$ cat src/rtl/stopwatch_ctrl_pkg.sv
// Shared definitions for the stopwatch sequencer: state codes, default timing,
// and a helper telling which states let the prescaler run.
package stopwatch_ctrl_pkg;

  typedef enum logic [1:0] {
    ST_IDLE = 2'd0,
    ST_RUN  = 2'd1,
    ST_STOP = 2'd2,
    ST_LAP  = 2'd3
  } state_t;

  localparam int DEF_DIV        = 500000;
  localparam int DEF_DEB_CYCLES = 250000;

  function automatic logic is_counting(input state_t s);
    return (s == ST_RUN) || (s == ST_LAP);
  endfunction

endpackage

$ cat src/rtl/key_press.sv
// Push-button front end: two-flop synchroniser, level debouncer and a one-clock
// press pulse on each accepted 1->0 transition of the active-low key.
module key_press
  import stopwatch_ctrl_pkg::*;
#(
  parameter int DEB_CYCLES = DEF_DEB_CYCLES,
  parameter int DW         = 18
) (
  input  logic clk,
  input  logic nclr,
  input  logic key_n,
  output logic press
);

  logic          sync1;
  logic          sync2;
  logic          level;
  logic [DW-1:0] cnt;

  always_ff @(posedge clk or negedge nclr) begin
    if (!nclr) begin
      sync1 <= 1'b1;
      sync2 <= 1'b1;
    end else begin
      sync1 <= key_n;
      sync2 <= sync1;
    end
  end

  // Any sample agreeing with the accepted level restarts the run of differing samples.
  always_ff @(posedge clk or negedge nclr) begin
    if (!nclr) begin
      level <= 1'b1;
      cnt   <= '0;
      press <= 1'b0;
    end else begin
      press <= 1'b0;
      if (sync2 == level) begin
        cnt <= '0;
      end else if (cnt == DW'(DEB_CYCLES - 1)) begin
        level <= sync2;
        cnt   <= '0;
        press <= ~sync2;
      end else begin
        cnt <= cnt + DW'(1);
      end
    end
  end

endmodule

$ cat src/rtl/stopwatch_ctrl.sv
// Stopwatch sequencer: start/stop/lap/clear FSM, tick prescaler for the digit
// chain, chain clear and display freeze, and the sticky overflow flag.
module stopwatch_ctrl
  import stopwatch_ctrl_pkg::*;
#(
  parameter int DIV        = DEF_DIV,
  parameter int DEB_CYCLES = DEF_DEB_CYCLES,
  parameter int PW         = 19,
  parameter int DW         = 18
) (
  input  logic       clk,
  input  logic       nclr,
  input  logic       key_ss,
  input  logic       key_lc,
  input  logic       chain_cout,
  output logic       cnt_en,
  output logic       cnt_nclr,
  output logic       disp_hold,
  output logic       ovf,
  output logic [1:0] state
);

  logic          ss_press;
  logic          lc_press;
  state_t        state_q;
  state_t        state_d;
  logic          keep_counting;
  logic [PW-1:0] presc;

  key_press #(.DEB_CYCLES(DEB_CYCLES), .DW(DW)) u_key_ss (
    .clk   (clk),
    .nclr  (nclr),
    .key_n (key_ss),
    .press (ss_press)
  );

  key_press #(.DEB_CYCLES(DEB_CYCLES), .DW(DW)) u_key_lc (
    .clk   (clk),
    .nclr  (nclr),
    .key_n (key_lc),
    .press (lc_press)
  );

  // Start/stop wins over lap/clear when both presses land in the same cycle.
  always_comb begin
    state_d       = state_q;
    keep_counting = 1'b0;
    cnt_en        = 1'b0;
    unique case (state_q)
      ST_IDLE: if (ss_press) state_d = ST_RUN;
      ST_RUN: begin
        if (ss_press)      state_d = ST_STOP;
        else if (lc_press) state_d = ST_LAP;
      end
      ST_LAP: begin
        if (ss_press)      state_d = ST_STOP;
        else if (lc_press) state_d = ST_RUN;
      end
      ST_STOP: begin
        if (ss_press)      state_d = ST_RUN;
        else if (lc_press) state_d = ST_IDLE;
      end
      default: state_d = ST_IDLE;
    endcase
    keep_counting = is_counting(state_q) && is_counting(state_d);
    cnt_en        = keep_counting && (presc == PW'(DIV - 1));
  end

  always_ff @(posedge clk or negedge nclr) begin
    if (!nclr) begin
      state_q   <= ST_IDLE;
      cnt_nclr  <= 1'b0;
      disp_hold <= 1'b0;
    end else begin
      state_q   <= state_d;
      cnt_nclr  <= (state_d != ST_IDLE);
      disp_hold <= (state_d == ST_LAP);
    end
  end

  // A cycle that leaves RUN/LAP does not advance the phase, so a pause keeps it exactly.
  always_ff @(posedge clk or negedge nclr) begin
    if (!nclr) begin
      presc <= '0;
    end else if (state_d == ST_IDLE) begin
      presc <= '0;
    end else if (keep_counting) begin
      presc <= cnt_en ? '0 : presc + PW'(1);
    end
  end

  always_ff @(posedge clk or negedge nclr) begin
    if (!nclr) begin
      ovf <= 1'b0;
    end else if (state_d == ST_IDLE) begin
      ovf <= 1'b0;
    end else if (chain_cout) begin
      ovf <= 1'b1;
    end
  end

  assign state = state_q;

endmodule

$ cat config.mk
export PLATFORM = sky130hd
export DESIGN_NAME = stopwatch_ctrl
export DESIGN_NICKNAME = d
export VERILOG_FILES = /design/src/rtl/stopwatch_ctrl_pkg.sv /design/src/rtl/key_press.sv /design/src/rtl/stopwatch_ctrl.sv
export SDC_FILE = /design/constraint.sdc
export NUM_CORES = 1
export LEC_CHECK = 0
export ABC_AREA = 1
export CORE_MARGIN = 4
export CORE_UTILIZATION = 30
export DETAILED_ROUTE_END_ITERATION = 10
export GPL_ROUTABILITY_DRIVEN = 0
export MAX_ROUTING_LAYER = met4
export SETUP_SLACK_MARGIN = 0.2
export SYNTH_ARGS = -nofsm -noshare
export SYNTH_HDL_FRONTEND = slang
export SYNTH_HIERARCHICAL = 1
export SYNTH_SLANG_ARGS = --single-unit
export TNS_END_PERCENT = 1
$ cat constraint.sdc
create_clock -name clk -period 1.6 [get_ports clk]
set_input_delay 0.24 -clock clk [delete_from_list [all_inputs] [get_ports clk]]
set_output_delay 0.24 -clock clk [all_outputs]
set_load 0.05 [all_outputs]
==> results of run 1 <==
## through the flow
stage / worst slack, ns / instance area, um2 / hold slack [ns]
after detailed placement: 0.101 / 4370 / 0.171
after global routing: -0.233 / 4950 / 0.307
after floorplan: 0.131 / 3990 / -0.0556
after global placement: 0.141 / 4370 / 0.176
final: -0.140 / 4950 / 0.319
after CTS: -0.166 / 4840 / 0.312
## flip-flops by register name, indices dropped and copies added, names as in the netlist, 2 cells and up
register      cells
presc            19
u_key_ss/cnt     18
state             2
u_key_lc/cnt     18
## layout make-up
cell class	instances	area, um2
flip-flops and latches	68	1720
fillers	1278	7820
clock inverters	7	98.8
inverters	78	298
well taps	172	215
clock buffers	9	225
multi-input cells	371	2110
repair buffers	30	285
## synthesized netlist by cell type
library cell	count
nand2_2	13
nand3_1	32
nand3_2	3
nor3b_1	2
xor2_1	16
dfstp_2	6
nor2_1	100
nor3_2	5
nand4_1	20
buf_6	2
xnor2_2	2
nor2_4	7
dfrtp_1	62
a21oi_2	2
xnor2_1	2
ha_1	3
a211oi_1	2
nand3b_1	5
inv_1	66
nand2_4	2
buf_2	1
buf_4	2
nand2_1	105
o21ai_0	4
a21oi_1	9
inv_4	1
nor2_2	19
o21bai_4	1
inv_2	11
o21ai_1	7
nor3_1	10
## worst paths after layout
check / slack [ns] / startpoint / depth (start not counted) / end
worst max-delay path: -0.14 / presc[1] / 5 / cnt_en
worst min register to register: 0.36 / u_key_ss/sync1 / 0 / u_key_ss/sync2
min in group asynchronous: 0.35 / nclr / 2 / u_key_lc/cnt[2]
max in group asynchronous: 0.66 / nclr / 3 / u_key_ss/sync1
worst max register to register: 0.12 / presc[1] / 8 / presc[2]
worst min-delay path: 0.32 / key_lc / 1 / u_key_lc/sync1
## kinds of logic after synthesis
group,count (synthesis)
flip-flops,68
buffers and inverters,83
XOR/XNOR,20
adder cells (fa/ha/maj),3
AO/OA/AOI/OAI,25
AND/OR/NAND/NOR,323
## repair_timing
action	CTS	global route
endpoints found under the hold margin	11	0
endpoints found under the setup margin	33	46
pin swaps	17	21
hold buffers	1	0
resized for setup	24	29
setup buffers	7	0
## routing by layer
| layer | share of wire [%] | vias to the layer above |
|---|---|---|
| met5 | 0 | - |
| met4 | 1.4 | 0 |
| met3 | 2.4 | 10 |
| met2 | 49 | 38 |
| met1 | 47 | 1555 |
| li1 | - | 1711 |
## power breakdown
| part | switching, mW | internal (mW) |
|---|---|---|
| clock | 0.780 | 1.37 |
| combinational | 0.0711 | 0.0388 |
| sequential | 0.0208 | 1.74 |
| total | 0.872 | 3.15 |
==> flow_summary.json, run 1 <==
{
  "status": "complete, but fails checks",
  "violations": "negative setup slack",
  "finish.utilization_pct": 38.8,
  "setup_viol": 1,
  "start_kind": "register",
  "syn_inst": 522,
  "avgRoutedWirePerCell_um": 11.8,
  "numCtsBuffers": 9,
  "use_met3_pct": 3.02,
  "synthXorXnorAreaFrac_pct": 4.80,
  "syn_to_final_growth_pct": 25.0,
  "htree_levels": 3,
  "slowest_stage": "dfrtp_1",
  "synth_area_mm2": 0.00397,
  "final_common_cell": "nand2_1",
  "synthTopCellsByArea": "dfrtp_1, nand2_1, nor2_1, inv_1, nand3_1",
  "crit_buf_inv": 2,
  "routed-via-count": 3314,
  "io_pins": 11,
  "die_h_um": 123,
  "synth_compound_area_share_pct": 3.82,
  "wirelength_mm": 8.70,
  "synth_top_area_share_pct": 39.1,
  "dr.pass1.iters": 4,
  "cpPeakStageDelay_ns": 0.38,
  "cp_top_family": "flip-flops",
  "rsz0062_at_grt": "yes",
  "grtUsageTotal_pct": 12.6,
  "cts.sinks": 68,
  "critPathCaptureType": "output port",
  "leakage_nw": 2.09,
  "p_total_mw": 4.02,
  "top_usage_layer": "met2",
  "stdcell_count": 735,
  "grt_remaining_overflow": 0,
  "synth.net_count": 530,
  "synth-warning-count": 6,
  "clk_pin_slew_ns": 0.06,
  "drc_errors": 0,
  "clock_latency_ns": 0.33,
  "critical_path_class": "reg -> out",
  "cp_max_fo": 2,
  "diodes": 0,
  "met2_usage_pct": 20.4,
  "start_util_pct": 31.0,
  "rows": 41,
  "die-area_mm2": 0.0151,
  "grt_pass1_wl_mm": 14.7,
  "grt_max_degree": 43,
  "grt_antenna_before_repair": 0,
  "syn_area_per_cell_um2": 7.60,
  "cts_root_buf": "clkbuf_16",
  "synth_adder_area_share_pct": 0.947,
  "core_mm2": 0.0128,
  "min_path_type": "in -> reg",
  "synth_cell_types": 31,
  "min_period_ns": 1.74,
  "slew-limit-headroom_pct": 69.0,
  "clock_path_buffers": 2,
  "drive_gt1_share_pct": 27.0,
  "portBuffers": 10,
  "synth_top_family_by_area": "simple AND/OR/NAND/NOR gates",
  "tightest_slew_ns": 0.463,
  "max_freq_ghz": 0.575,
  "arrival_ns": 1.50,
  "crit_required_ns": 1.36,
  "synth_simple_gate_area_share_pct": 38.8,
  "grt_pass1_vias": 3259,
  "hold_viol": 0,
  "dpl.hpwl_mm": 6.15,
  "max_cap_violations": 0,
  "setup_ws_ns": -0.140,
  "final_cell_mix": "nand2_1, nor2_1, inv_1",
  "synth_mux_area_share_pct": 0,
  "use_met1_pct": 15.6,
  "vias_per_cell": 4.51,
  "cts_tree": "built",
  "place_inst": 711,
  "maxSlewViolCount": 0,
  "min_period_over_period_pct": 109,
  "skew_ns": 0.00363,
  "setup_tns_ns": -0.140,
  "drtIter0Drc": 178,
  "seq_area_frac_synth_pct": 43.1,
  "die_x_um": 123,
  "worst_ir_drop_vdd_mv": 0.581,
  "crit_chain": "ha_4, nand4_1, buf_4, nor3_4, buf_12",
  "yosys.area.top_type": "dfrtp_1",
  "power_density_mw_per_mm2": 812,
  "fin_nets": 566,
  "synth-seq-cells": 68,
  "ant_nets": 0
}
(Power assumes the default switching activity.)
==> run 2, diff against run 1 <==
--- a/config.mk
+++ b/config.mk
@@ -6,7 +6,6 @@
 export NUM_CORES = 1
 export LEC_CHECK = 0
 export ABC_AREA = 1
-export CORE_MARGIN = 4
 export CORE_UTILIZATION = 30
 export DETAILED_ROUTE_END_ITERATION = 10
 export GPL_ROUTABILITY_DRIVEN = 0
==> run 2 against run 1 <==
The flow still finishes with violations (negative setup slack). Sequential share of layout area down 0.35 points. Hold slack better by 0.0069 ns. Register-to-register slack better by 0.03 ns. Clock-buffer cell count up 1. Critical endpoint unchanged.
==> flow_summary.json, run 2 (synthesis results as in run 1) <==
{
  "rows": 41,
  "pre_cts_slack_ns": 0.121,
  "crit_required_ns": 1.36,
  "final_common_cell": "nand2_1",
  "violations": "negative setup slack",
  "min_period_over_period_pct": 111,
  "cts.sinks": 68,
  "routed-via-count": 3316,
  "grt_pass1_vias": 3214,
  "clock_latency_ns": 0.33,
  "io_pins": 11,
  "wirelength_mm": 8.69,
  "critical_path_class": "reg -> out",
  "grt_pass1_wl_mm": 14.7,
  "intPower_mw": 3.34,
  "grt_remaining_overflow": 0,
  "reg2reg_to": "presc[3]",
  "start_util_pct": 31.0,
  "grt_antenna_before_repair": 0,
  "final_cell_mix": "nand2_1, nor2_1, inv_1",
  "skew_ns": 0.00452,
  "ant_nets": 0,
  "p_clk_share_pct": 55.0,
  "drive_gt1_share_pct": 27.6,
  "die-area_mm2": 0.0137,
  "maxSlewViolCount": 0,
  "htree_levels": 3,
  "clk_pin_slew_ns": 0.05,
  "min_period_ns": 1.77,
  "setup_ws_ns": -0.173,
  "hold_viol": 0,
  "cp_max_fo": 6,
  "power_frac_seq_pct": 42.4,
  "critPathCaptureType": "output port",
  "cts_root_buf": "clkbuf_16",
  "avgRoutedWirePerCell_um": 11.9,
  "drtIter0Drc": 213,
  "min_path_type": "in -> async",
  "r2r_setup_slack_ns": 0.15,
  "vias_per_cell": 4.52,
  "core_mm2": 0.0128,
  "diodes": 0,
  "tightest_slew_ns": 0.423,
  "largest_reg_flops": 19,
  "drc_errors": 0,
  "regMostFlops": "presc",
  "max_freq_ghz": 0.564,
  "portBuffers": 10,
  "dr.pass1.iters": 4,
  "max_cap_violations": 0,
  "die_x_um": 117,
  "setup_tns_ns": -0.173,
  "die_h_um": 117,
  "clock_path_buffers": 2,
  "grt_max_degree": 60,
  "timing.rr.start": "presc[1]",
  "syn_to_final_growth_pct": 26.2,
  "switching_power_uw": 817,
  "numCtsBuffers": 9,
  "slew-limit-headroom_pct": 71.7,
  "cts_tree": "built",
  "switching_share_pct": 19.6,
  "status": "complete, but fails checks",
  "leakage_nw": 2.10,
  "setup_viol": 1,
  "dpl.hpwl_mm": 6.05,
  "largestRegisters": "presc: 19 flops, u_key_lc/cnt: 18 flops, u_key_ss/cnt: 18 flops",
  "power_density_mw_per_mm2": 831,
  "rsz0062_at_grt": "yes",
  "grtUsageTotal_pct": 14.3,
  "worst_ir_drop_vdd_mv": 0.600,
  "p_comb_share_pct": 2.6,
  "critPathLaunch": "presc[1]",
  "start_kind": "register",
  "reg2reg_depth": 7,
  "fin_nets": 564,
  "arrival_ns": 1.53
}
[run 2: repair_timing]
| action | CTS | global route |
|---|---|---|
| setup endpoints to repair | 32 | 42 |
| resized for setup | 15 | 45 |
| hold buffers | 1 | 0 |
| buffers inserted | 7 | 0 |
| pin swaps | 7 | 26 |
| hold endpoints to repair | 9 | 0 |
[run 2: worst max path at each step]
stage	cells past startpoint	to
2_1_floorplan	5	cnt_en
3_3_place_gp	6	cnt_en
3_5_place_dp	7	presc[14]
4_1_cts	6	cnt_en
5_1_grt	5	cnt_en
6_report	5	cnt_en
[run 2: critical path, stage by stage, from the launching register on]
cell     delay, ns
dfrtp_1       0.38
ha_4          0.18
nand4_1       0.11
buf_4         0.17
nor3_4        0.20
buf_12        0.16
[run 2: layer usage]
metal	part of all wire [%]	GRT usage, %	wire length (um)	vias up
met2	49	23.4	4290	49
met1	46	17.1	4020	1561
li1	-	-	-	1696
met4	1.3	5.74	115	0
met5	0	-	0	-
met3	3.1	3.14	266	10
[run 2: power by group through the flow]
| stage | combinational (mW) | sequential, mW | clock, mW |
|---|---|---|---|
| final | 0.106 | 1.76 | 2.29 |
| after global routing | 0.124 | 1.77 | 2.43 |
| after CTS | 0.106 | 1.76 | 2.36 |
| after detailed placement | 0.102 | 1.79 | 0 |
| after global placement | 0.0999 | 1.79 | 0 |
| after floorplan | 0.0387 | 1.79 | 0 |
[run 2: cell type report]
cell class | count | area [um2]
fillers | 1255 | 7770
multi-input cells | 371 | 2150
flip-flops and latches | 68 | 1720
inverters | 78 | 298
repair buffers | 28 | 272
clock buffers | 10 | 239
well taps | 172 | 215
clock inverters | 6 | 111
[run 2: stage by stage]
stage	hold slack, ns	util, %	cells	total power [mW]	instance area [um2]
floorplan	-0.0556	-	522	1.82	3990
global placement	0.139	34.2	709	1.89	4370
detailed placement	0.143	34.2	709	1.89	4370
CTS	0.313	37.9	733	4.23	4840
global route	0.312	39.2	733	4.32	5000
finish	0.326	39.2	733	4.16	5000
